$ cat src/rtl/rf_pkg.sv
`default_nettype none
// ============================================================================
// Module   : rf_pkg
// Purpose  : Shared constants and helpers for the register file slice.
//            Default data width / depth, RISC-V ABI register indices and a
//            helper for slicing flattened multi-port buses.
// Ports    : (package, none)
// Revision : 1.0 - initial release
// ============================================================================
package rf_pkg;

  localparam int unsigned c_XLEN_DEFAULT  = 32;
  localparam int unsigned c_NREGS_DEFAULT = 32;

  // RISC-V ABI register indices
  localparam int unsigned c_ABI_ZERO = 0;
  localparam int unsigned c_ABI_RA   = 1;
  localparam int unsigned c_ABI_SP   = 2;
  localparam int unsigned c_ABI_GP   = 3;
  localparam int unsigned c_ABI_TP   = 4;
  localparam int unsigned c_ABI_T0   = 5;
  localparam int unsigned c_ABI_T1   = 6;
  localparam int unsigned c_ABI_T2   = 7;
  localparam int unsigned c_ABI_S0   = 8;
  localparam int unsigned c_ABI_S1   = 9;
  localparam int unsigned c_ABI_A0   = 10;
  localparam int unsigned c_ABI_A1   = 11;

  // Low bit index of element idx in a flattened bus of width-bit elements.
  function automatic int unsigned slice_lo(input int unsigned idx, input int unsigned width);
    return idx * width;
  endfunction

endpackage : rf_pkg
`default_nettype wire

$ cat src/rtl/rf_scoreboard.sv
`default_nettype none
// ============================================================================
// Module   : rf_scoreboard
// Purpose  : Per-register busy bits for RAW/WAW hazard detection. An accepted
//            issue marks its destination busy, a writeback clears it; when
//            both hit the same register in one cycle the new owner wins.
// Ports    : clk, rst               - clock, synchronous active-high reset
//            rd_addr  [NRD*AW]      - read port addresses (flattened)
//            rd_busy  [NRD]         - hazard flag per read port
//            wr_en, wr_addr         - writeback strobe / destination
//            iss_en, iss_addr       - issue request / destination
//            iss_ready              - issue accepted this cycle
//            busy_vec [NREGS]       - full scoreboard
// Revision : 1.0 - initial release
// ============================================================================
module rf_scoreboard
  import rf_pkg::*;
#(
  parameter int NREGS    = 32,
  parameter int NRD      = 2,
  parameter int BYPASS   = 1,
  parameter int ZERO_REG = 1,
  parameter int AW       = $clog2(NREGS)
) (
  input  logic              clk,
  input  logic              rst,
  input  logic [NRD*AW-1:0] rd_addr,
  output logic [NRD-1:0]    rd_busy,
  input  logic              wr_en,
  input  logic [AW-1:0]     wr_addr,
  input  logic              iss_en,
  input  logic [AW-1:0]     iss_addr,
  output logic              iss_ready,
  output logic [NREGS-1:0]  busy_vec
);

  logic [NREGS-1:0] r_busy;
  logic             w_iss_zero;
  logic             w_wb_hits_iss;
  logic             w_iss_accept;

  assign w_iss_zero    = (ZERO_REG != 0) && (iss_addr == '0);
  assign w_wb_hits_iss = wr_en && (wr_addr == iss_addr);
  // A busy destination may still be re-issued when its pending write
  // retires in this very cycle.
  assign iss_ready     = w_iss_zero || !r_busy[iss_addr] || w_wb_hits_iss;
  assign w_iss_accept  = iss_en && iss_ready && !w_iss_zero;

  always_ff @(posedge clk) begin
    if (rst) begin
      r_busy <= '0;
    end else begin
      for (int i = 0; i < NREGS; i++) begin
        // Set has priority over clear: the newly issued owner wins.
        if (w_iss_accept && (iss_addr == AW'(i))) begin
          r_busy[i] <= 1'b1;
        end else if (wr_en && (wr_addr == AW'(i))) begin
          r_busy[i] <= 1'b0;
        end
      end
    end
  end

  assign busy_vec = r_busy;

  for (genvar k = 0; k < NRD; k++) begin : g_rd_busy
    logic [AW-1:0] w_a;
    logic          w_zero;
    logic          w_fwd;
    assign w_a        = rd_addr[slice_lo(k, AW) +: AW];
    assign w_zero     = (ZERO_REG != 0) && (w_a == '0);
    // Data being forwarded this cycle is no longer a hazard for the reader.
    assign w_fwd      = (BYPASS != 0) && wr_en && (wr_addr == w_a);
    assign rd_busy[k] = r_busy[w_a] && !w_zero && !w_fwd;
  end

endmodule : rf_scoreboard
`default_nettype wire

$ cat src/rtl/reg_file_sb.sv
`default_nettype none
// ============================================================================
// Module   : reg_file_sb
// Purpose  : Parametrised general-purpose register file with NRD
//            combinational read ports, one write port, optional same-cycle
//            write-to-read bypass and a busy-bit scoreboard for issue.
// Ports    : clk, rst               - clock, synchronous active-high reset
//            rd_addr  [NRD*AW]      - read addresses (flattened)
//            rd_data  [NRD*XLEN]    - read data, combinational
//            rd_busy  [NRD]         - pending-write flag per read port
//            wr_en, wr_addr, wr_data- writeback
//            iss_en, iss_addr       - issue request
//            iss_ready              - issue accepted this cycle
//            busy_vec [NREGS]       - full scoreboard
// Revision : 1.0 - initial release
// ============================================================================
module reg_file_sb
  import rf_pkg::*;
#(
  parameter int XLEN     = c_XLEN_DEFAULT,
  parameter int NREGS    = c_NREGS_DEFAULT,
  parameter int NRD      = 2,
  parameter int BYPASS   = 1,
  parameter int ZERO_REG = 1,
  parameter int AW       = $clog2(NREGS)
) (
  input  logic                clk,
  input  logic                rst,
  input  logic [NRD*AW-1:0]   rd_addr,
  output logic [NRD*XLEN-1:0] rd_data,
  output logic [NRD-1:0]      rd_busy,
  input  logic                wr_en,
  input  logic [AW-1:0]       wr_addr,
  input  logic [XLEN-1:0]     wr_data,
  input  logic                iss_en,
  input  logic [AW-1:0]       iss_addr,
  output logic                iss_ready,
  output logic [NREGS-1:0]    busy_vec
);

  logic [XLEN-1:0] r_regs [NREGS];
  logic            w_wr_ok;

  assign w_wr_ok = wr_en && !((ZERO_REG != 0) && (wr_addr == '0));

  always_ff @(posedge clk) begin
    if (rst) begin
      for (int i = 0; i < NREGS; i++) begin
        r_regs[i] <= '0;
      end
    end else if (w_wr_ok) begin
      r_regs[wr_addr] <= wr_data;
    end
  end

  for (genvar k = 0; k < NRD; k++) begin : g_rd
    logic [AW-1:0]   w_a;
    logic [XLEN-1:0] w_d;
    assign w_a = rd_addr[slice_lo(k, AW) +: AW];

    always_comb begin
      w_d = r_regs[w_a];
      if ((ZERO_REG != 0) && (w_a == '0)) begin
        w_d = '0;
      end else if ((BYPASS != 0) && wr_en && (wr_addr == w_a)) begin
        w_d = wr_data;
      end
    end

    assign rd_data[slice_lo(k, XLEN) +: XLEN] = w_d;
  end

  rf_scoreboard #(
    .NREGS    (NREGS),
    .NRD      (NRD),
    .BYPASS   (BYPASS),
    .ZERO_REG (ZERO_REG),
    .AW       (AW)
  ) u_scoreboard (
    .clk       (clk),
    .rst       (rst),
    .rd_addr   (rd_addr),
    .rd_busy   (rd_busy),
    .wr_en     (wr_en),
    .wr_addr   (wr_addr),
    .iss_en    (iss_en),
    .iss_addr  (iss_addr),
    .iss_ready (iss_ready),
    .busy_vec  (busy_vec)
  );

endmodule : reg_file_sb
`default_nettype wire

$ cat config.mk
export PLATFORM = sky130hd
export DESIGN_NAME = reg_file_sb
export DESIGN_NICKNAME = d
export VERILOG_FILES = /design/src/rtl/rf_pkg.sv /design/src/rtl/rf_scoreboard.sv /design/src/rtl/reg_file_sb.sv
export SDC_FILE = /design/constraint.sdc
export NUM_CORES = 2
export LEC_CHECK = 0
export ABC_CLOCK_PERIOD_IN_PS = 6400
export CAP_MARGIN = 30
export CORE_MARGIN = 2
export CORE_UTILIZATION = 63
export DETAILED_ROUTE_END_ITERATION = 6
export PLACE_DENSITY_LB_ADDON = 0.12
export SLEW_MARGIN = 10
export SYNTH_ARGS = -nofsm -noshare
export SYNTH_HDL_FRONTEND = slang
export SYNTH_SLANG_ARGS = --single-unit
$ cat constraint.sdc
create_clock -name clk -period 6.4 [get_ports clk]
set_input_delay 1.28 -clock clk [delete_from_list [all_inputs] [get_ports clk]]
set_output_delay 1.28 -clock clk [all_outputs]
set_load 0.02 [all_outputs]
Word-level counts from Yosys, hierarchy flattened

Memories as Yosys holds them, arrays and structs flattened.
Cells that the tools add are included.

Logic and storage cells: 303
Output and inout bits: 99
Bits in writable memories: 1024
Memories: 1
Register bits: 32
Input bits: 56

Equal/unequal tests: 65
Muxes and demuxes: 82
Magnitude comparators: 3
Reduce and logical (&&, ||, !) cells: 120

Memory list:

| memory | words | bits a word | rd ports | clocked after memory_dff | write ports | line              | source |
|---|---|---|---|---|---|---|---|
| r_regs | 32    | 32          | 2        | 0                        | 32          | reg_file_sb.sv:41 | `logic [XLEN-1:0] r_regs [NREGS];` |

Operators by type and width:

| operator                                                                      | count |
|---|---|
| 5-bit == test (second input constant)                                         | 32 |
| 32-bit two-way mux                                                            | 5 |
| 5-bit by 4-bit == test with 1-bit output (second input constant)              | 16 |
| 1-bit logical AND                                                             | 74 |
| 1-bit two-way mux                                                             | 73 |
| 2-bit nonzero test                                                            | 32 |
| 5-bit by 3-bit == test with 1-bit output (second input constant)              | 8 |
| 32-bit OR reduction                                                           | 1 |
| 5-bit by 2-bit == test with 1-bit output (second input constant)              | 4 |
| 5-bit logical NOT                                                             | 4 |
| 5-bit by 6-bit less-than comparator with 1-bit output (second input constant) | 3 |
| 1-bit binary-select mux with 5-bit select                                     | 3 |
| 5-bit == test                                                                 | 3 |
| 5-bit by 1-bit == test with 1-bit output (second input constant)              | 2 |
| 1-bit logical NOT                                                             | 7 |
| 5-bit two-way mux                                                             | 1 |
| 1-bit logical OR                                                              | 2 |

Logic depth before layout (Yosys ltp)

Depth after elaboration: 9
Gate-level depth with buffers: 9
Gate-level depth less buffers: 5

Hierarchy

Synthesis repeated with hierarchy kept, for this count alone.

Cell total of the unflattened synthesis: 4055
Area, all modules: 57431.3 µm²

By module, submodules not included:

| module        | times used | seq. area each (µm²) | area each (µm²) | cells each |
|---|---|---|---|---|
| reg_file_sb   | 1          | 30749.5              | 54974.0         | 3808 |
| rf_scoreboard | 1          | 640.6                | 2457.4          | 247 |

Least setup slack after synthesis

No wires, ideal clock.

Kind: input-to-reg
From: input port wr_addr[4]
To: memory r_regs[3][0] (netlist bit) (enable)
Buffers on the path: 3
Library setup time: 0.466 ns
Data arrival time: 4.561 ns
Slack: 1.373 ns
Stages on the path: 6
Data required time: 5.934 ns
Path through: buf_2 nand2b_1 clkbuf_1 or3_1 clkbuf_1 o21ai_0

RTL lines:

| what            | line              | source |
|---|---|---|
| start, declared | reg_file_sb.sv:33 | `input logic [AW-1:0] wr_addr,` |
| end, declared   | reg_file_sb.sv:41 |  |

Worst setup path in the final report

From: input port rd_addr[5]
To: output port rd_data[32]

Longest elaborated chain between the ends: 4
Elaborated cells on any way between the ends: 6
Classes of those cells: 1 x eq/ne; 2 x mux; 2 x reduce/logical; 1 x memory

Ends and longest elaborated chain:

| what                                                       | line              | source |
|---|---|---|
| start, declared                                            | reg_file_sb.sv:29 | `input logic [NRD*AW-1:0] rd_addr,` |
| branches (longest 3 deep; another with memory 32 x 32 bit) | --                |  |
| 32-bit two-way mux (*)                                     | reg_file_sb.sv:63 | `if ((ZERO_REG != 0) && (w_a == '0)) begin` |
| end, declared                                              | reg_file_sb.sv:30 | `output logic [NRD*XLEN-1:0] rd_data,` |

Mark *: on every way between the ends.

==> impl_metrics.json <==
{
  "clockBufferDepth": 3,
  "synthArstFlopShare_pct": 0,
  "drc": 8,
  "r2r_start": "u_scoreboard.busy_vec[16]$_SDFFE_PP0P_",
  "required_ns": 5.12,
  "yosysTopAreaCell": "edfxtp_1",
  "final_common_cell": "edfxtp_1",
  "io_buffer_count": 154,
  "fmax_ghz": 0.158,
  "layout_common_cells": "1024 x edfxtp_1, 994 x and2_1, 485 x mux4_2, 162 x buf_4, 140 x clkdlybuf4s50_1",
  "violations": "DRC",
  "p_leak_nw": 22.2,
  "tightest_slew_ns": 1.01,
  "finalClockSkew_ns": 0.00857,
  "rr_endpoint": "u_scoreboard.busy_vec[19]$_SDFFE_PP0P_",
  "worstPathMaxFanout": 52,
  "worstHoldStart": "u_scoreboard.busy_vec[0]$_SDFFE_PP0P_",
  "grt_remaining_overflow": 0,
  "power_density_nw_per_um2": 260,
  "viasPerCell": 7.59,
  "hold_violations": 0,
  "rsz0062_at_grt": "false",
  "hold_path_class": "reg2reg",
  "cts_hold_buf": 0,
  "antenna_found_initial": 10,
  "reg2reg_depth": 6,
  "worstSkewPairLatency_ns": 0.71,
  "syn_to_final_growth_pct": 13.4,
  "ys.flop_type": "edfxtp_1",
  "drive_above_1_share_pct": 24.4,
  "slowest_stage": "a211oi_1",
  "nets": 4025,
  "clock-root-buffer": "clkbuf_16",
  "period_share_pct": 98.9,
  "relSlewSlack_pct": 32.1,
  "avgSynthCellArea_sq_um": 14.7,
  "grt_pass1_wl_um": 285000,
  "dr.pass1.iters": 7,
  "finalCriticalPeriod_ns": 6.33,
  "worstHoldPathCells": 1,
  "critPathTopFamily": "buffers and inverters",
  "die_y_um": 304,
  "post_cts_buffers": 0,
  "drt_wl_total_um": 201000,
  "start_util_pct": 63.4,
  "synth_top_area_share_pct": 54.1,
  "drt_iter0_drc": 7647,
  "whs_endpoint": "u_scoreboard.busy_vec[0]$_SDFFE_PP0P_",
  "path_buf_inv": 4,
  "max_stage_delay_ns": 0.85,
  "ctsResizeCount": 0,
  "core.rowCount": 110,
  "startpoint_type": "primary input",
  "end_kind": "primary output",
  "synth_warnings": 0,
  "critPathArrivalTime_ns": 5.05,
  "synth_edf_count": 1024,
  "seq_area_frac_synth_pct": 55.2,
  "synth_cell_type_count": 50,
  "hpwl_um": 127000,
  "place.gp.congestion": 1.00,
  "cts_tree": "yes",
  "status": "finished with violations",
  "core_area_sq_um": 89700,
  "yosys-top-cells-area": "edfxtp_1 54%, mux4_2 19%, and2_1 11%, mux2i_1 2.2%, clkbuf_1 1.8%",
  "die_w_um": 304,
  "synthCells": 3872,
  "setup_viol": 0,
  "path_cells": "buf_8, buf_12, xnor2_1, nand4_1, o22ai_4, buf_4, a211oi_1, a22o_1, clkdlybuf4s50_1",
  "synth_seq_cells": 1056,
  "grt_pass1_vias": 39800,
  "ant_nets": 0,
  "grt_max_degree": 71,
  "grt.total_usage_pct": 43.6,
  "rrSetupSlack_ns": 4.26,
  "cts-buffers-inserted": 111,
  "die_area_sq_um": 92700,
  "htreeDepth": 3,
  "finalMaxSlewViolations": 0,
  "clock_sinks": 1056,
  "cap_violations": 0,
  "clk_pin_slew_ns": 0.06,
  "netlist_area_sq_um": 56900,
  "drt-wirelength-per-cell_um": 38.3,
  "crit_type": "in2out",
  "fin_total_pwr_mw": 16.8,
  "fin_tns_setup_ns": 0,
  "vdd_ir_drop_max_v": 0.000243,
  "ios": 155,
  "vias": 39800
}
## cells by family after synthesis
kind of cell    share of synthesized area, %
mux                                     22.5
compound gates                          5.71
xor+xnor                               0.231
simple gates                            13.0
buf+inv                                 3.38
flops                                   55.2
other cells                          0.00659
## state kept, by name, indices dropped and copies added (netlist names)
register	count
r_regs	1024
u_scoreboard.busy_vec	32
## where the power goes
part           leakage, nW  total, mW  switching [mW]  internal, mW
Sequential            10.0       8.16           0.201          7.96
Clock                 1.65       6.21            2.76          3.45
Combinational         10.6       2.40            1.40          1.00
## synthesized netlist by cell type (2+ instances only)
cell type,count
edfxtp_1,1024
and2_1,995
mux4_2,485
clkbuf_1,272
mux2i_1,125
o22ai_1,84
buf_2,79
nand2_1,77
a22oi_1,67
a211oi_1,62
a22o_1,57
mux2_2,53
nor2_1,50
a21oi_1,49
nand3_1,38
o21ai_0,37
buf_1,32
dfxtp_1,32
nor2b_1,28
buf_4,26
o221ai_1,24
o211ai_1,23
inv_1,20
nor3_1,15
a32o_1,13
nor4_1,13
buf_6,10
o21ai_1,10
a21o_1,9
nand2b_1,9
a211o_1,8
xor2_1,8
xnor2_1,7
a221oi_1,5
o31ai_1,4
or3_1,3
and3_1,2
and4_1,2
nand3b_1,2
nand4_1,2
nor3b_1,2
## per-layer routing
layer | GRT usage (%) | vias to the layer above | wire, um | part of all wire [%]
met5 | 0.0517 | - | 75 | 0.037
li1 | - | 15200 | - | -
met2 | 65.3 | 3785 | 91000 | 45
met1 | 58.3 | 20100 | 67600 | 34
met3 | 14.0 | 745 | 31200 | 16
met4 | 21.4 | 8 | 11100 | 5.5
## through the flow
step                      setup slack (ns)  std cells  utilization, %  cell area (sq um)  hold slack, ns
after floorplan                       1.37       3903               -              57000           0.570
after CTS                            0.338       5234            71.7              64400           0.536
after global routing                0.0598       5241            71.8              64500           0.566
final                               0.0730       5244            71.8              64500           0.545
after global placement               0.373       5007            67.5              60600           0.512
after detailed placement             0.376       5026            67.9              60900           0.526
## worst register-to-register path: cells and delay by family (launching register included)
family,cells,cell delay (ns)
and+or+nand+nor,2,0.65
muxes,1,0.10
DFF,1,0.48
AOI/OAI and AO/OA,2,0.37
buffers and inverters,1,0.38
## worst max-delay path by stage
stage	end	slack (ns)	cells past startpoint	start
after floorplan	r_regs[3][0]$_SDFFCE_PN0P_	1.37	6	wr_addr[4]
after global placement	rd_data[55]	0.37	9	rd_addr[5]
after detailed placement	rd_data[32]	0.38	9	rd_addr[5]
after CTS	rd_data[32]	0.34	9	rd_addr[5]
after global routing	rd_data[32]	0.06	9	rd_addr[5]
final	rd_data[32]	0.07	9	rd_addr[5]
## cell type report
type | instances | area (sq um)
Antenna cell | 4 | 10.0
Clock buffer | 141 | 2910
Clock inverter | 67 | 509
Fill cell | 5821 | 25300
Inverter | 20 | 76.3
Multi-Input combinational cell | 2408 | 24200
Sequential cell | 1056 | 31400
Tap cell | 1176 | 1470
Timing Repair Buffer | 372 | 3900
No activity file was read; power rests on OpenSTA's default activity.
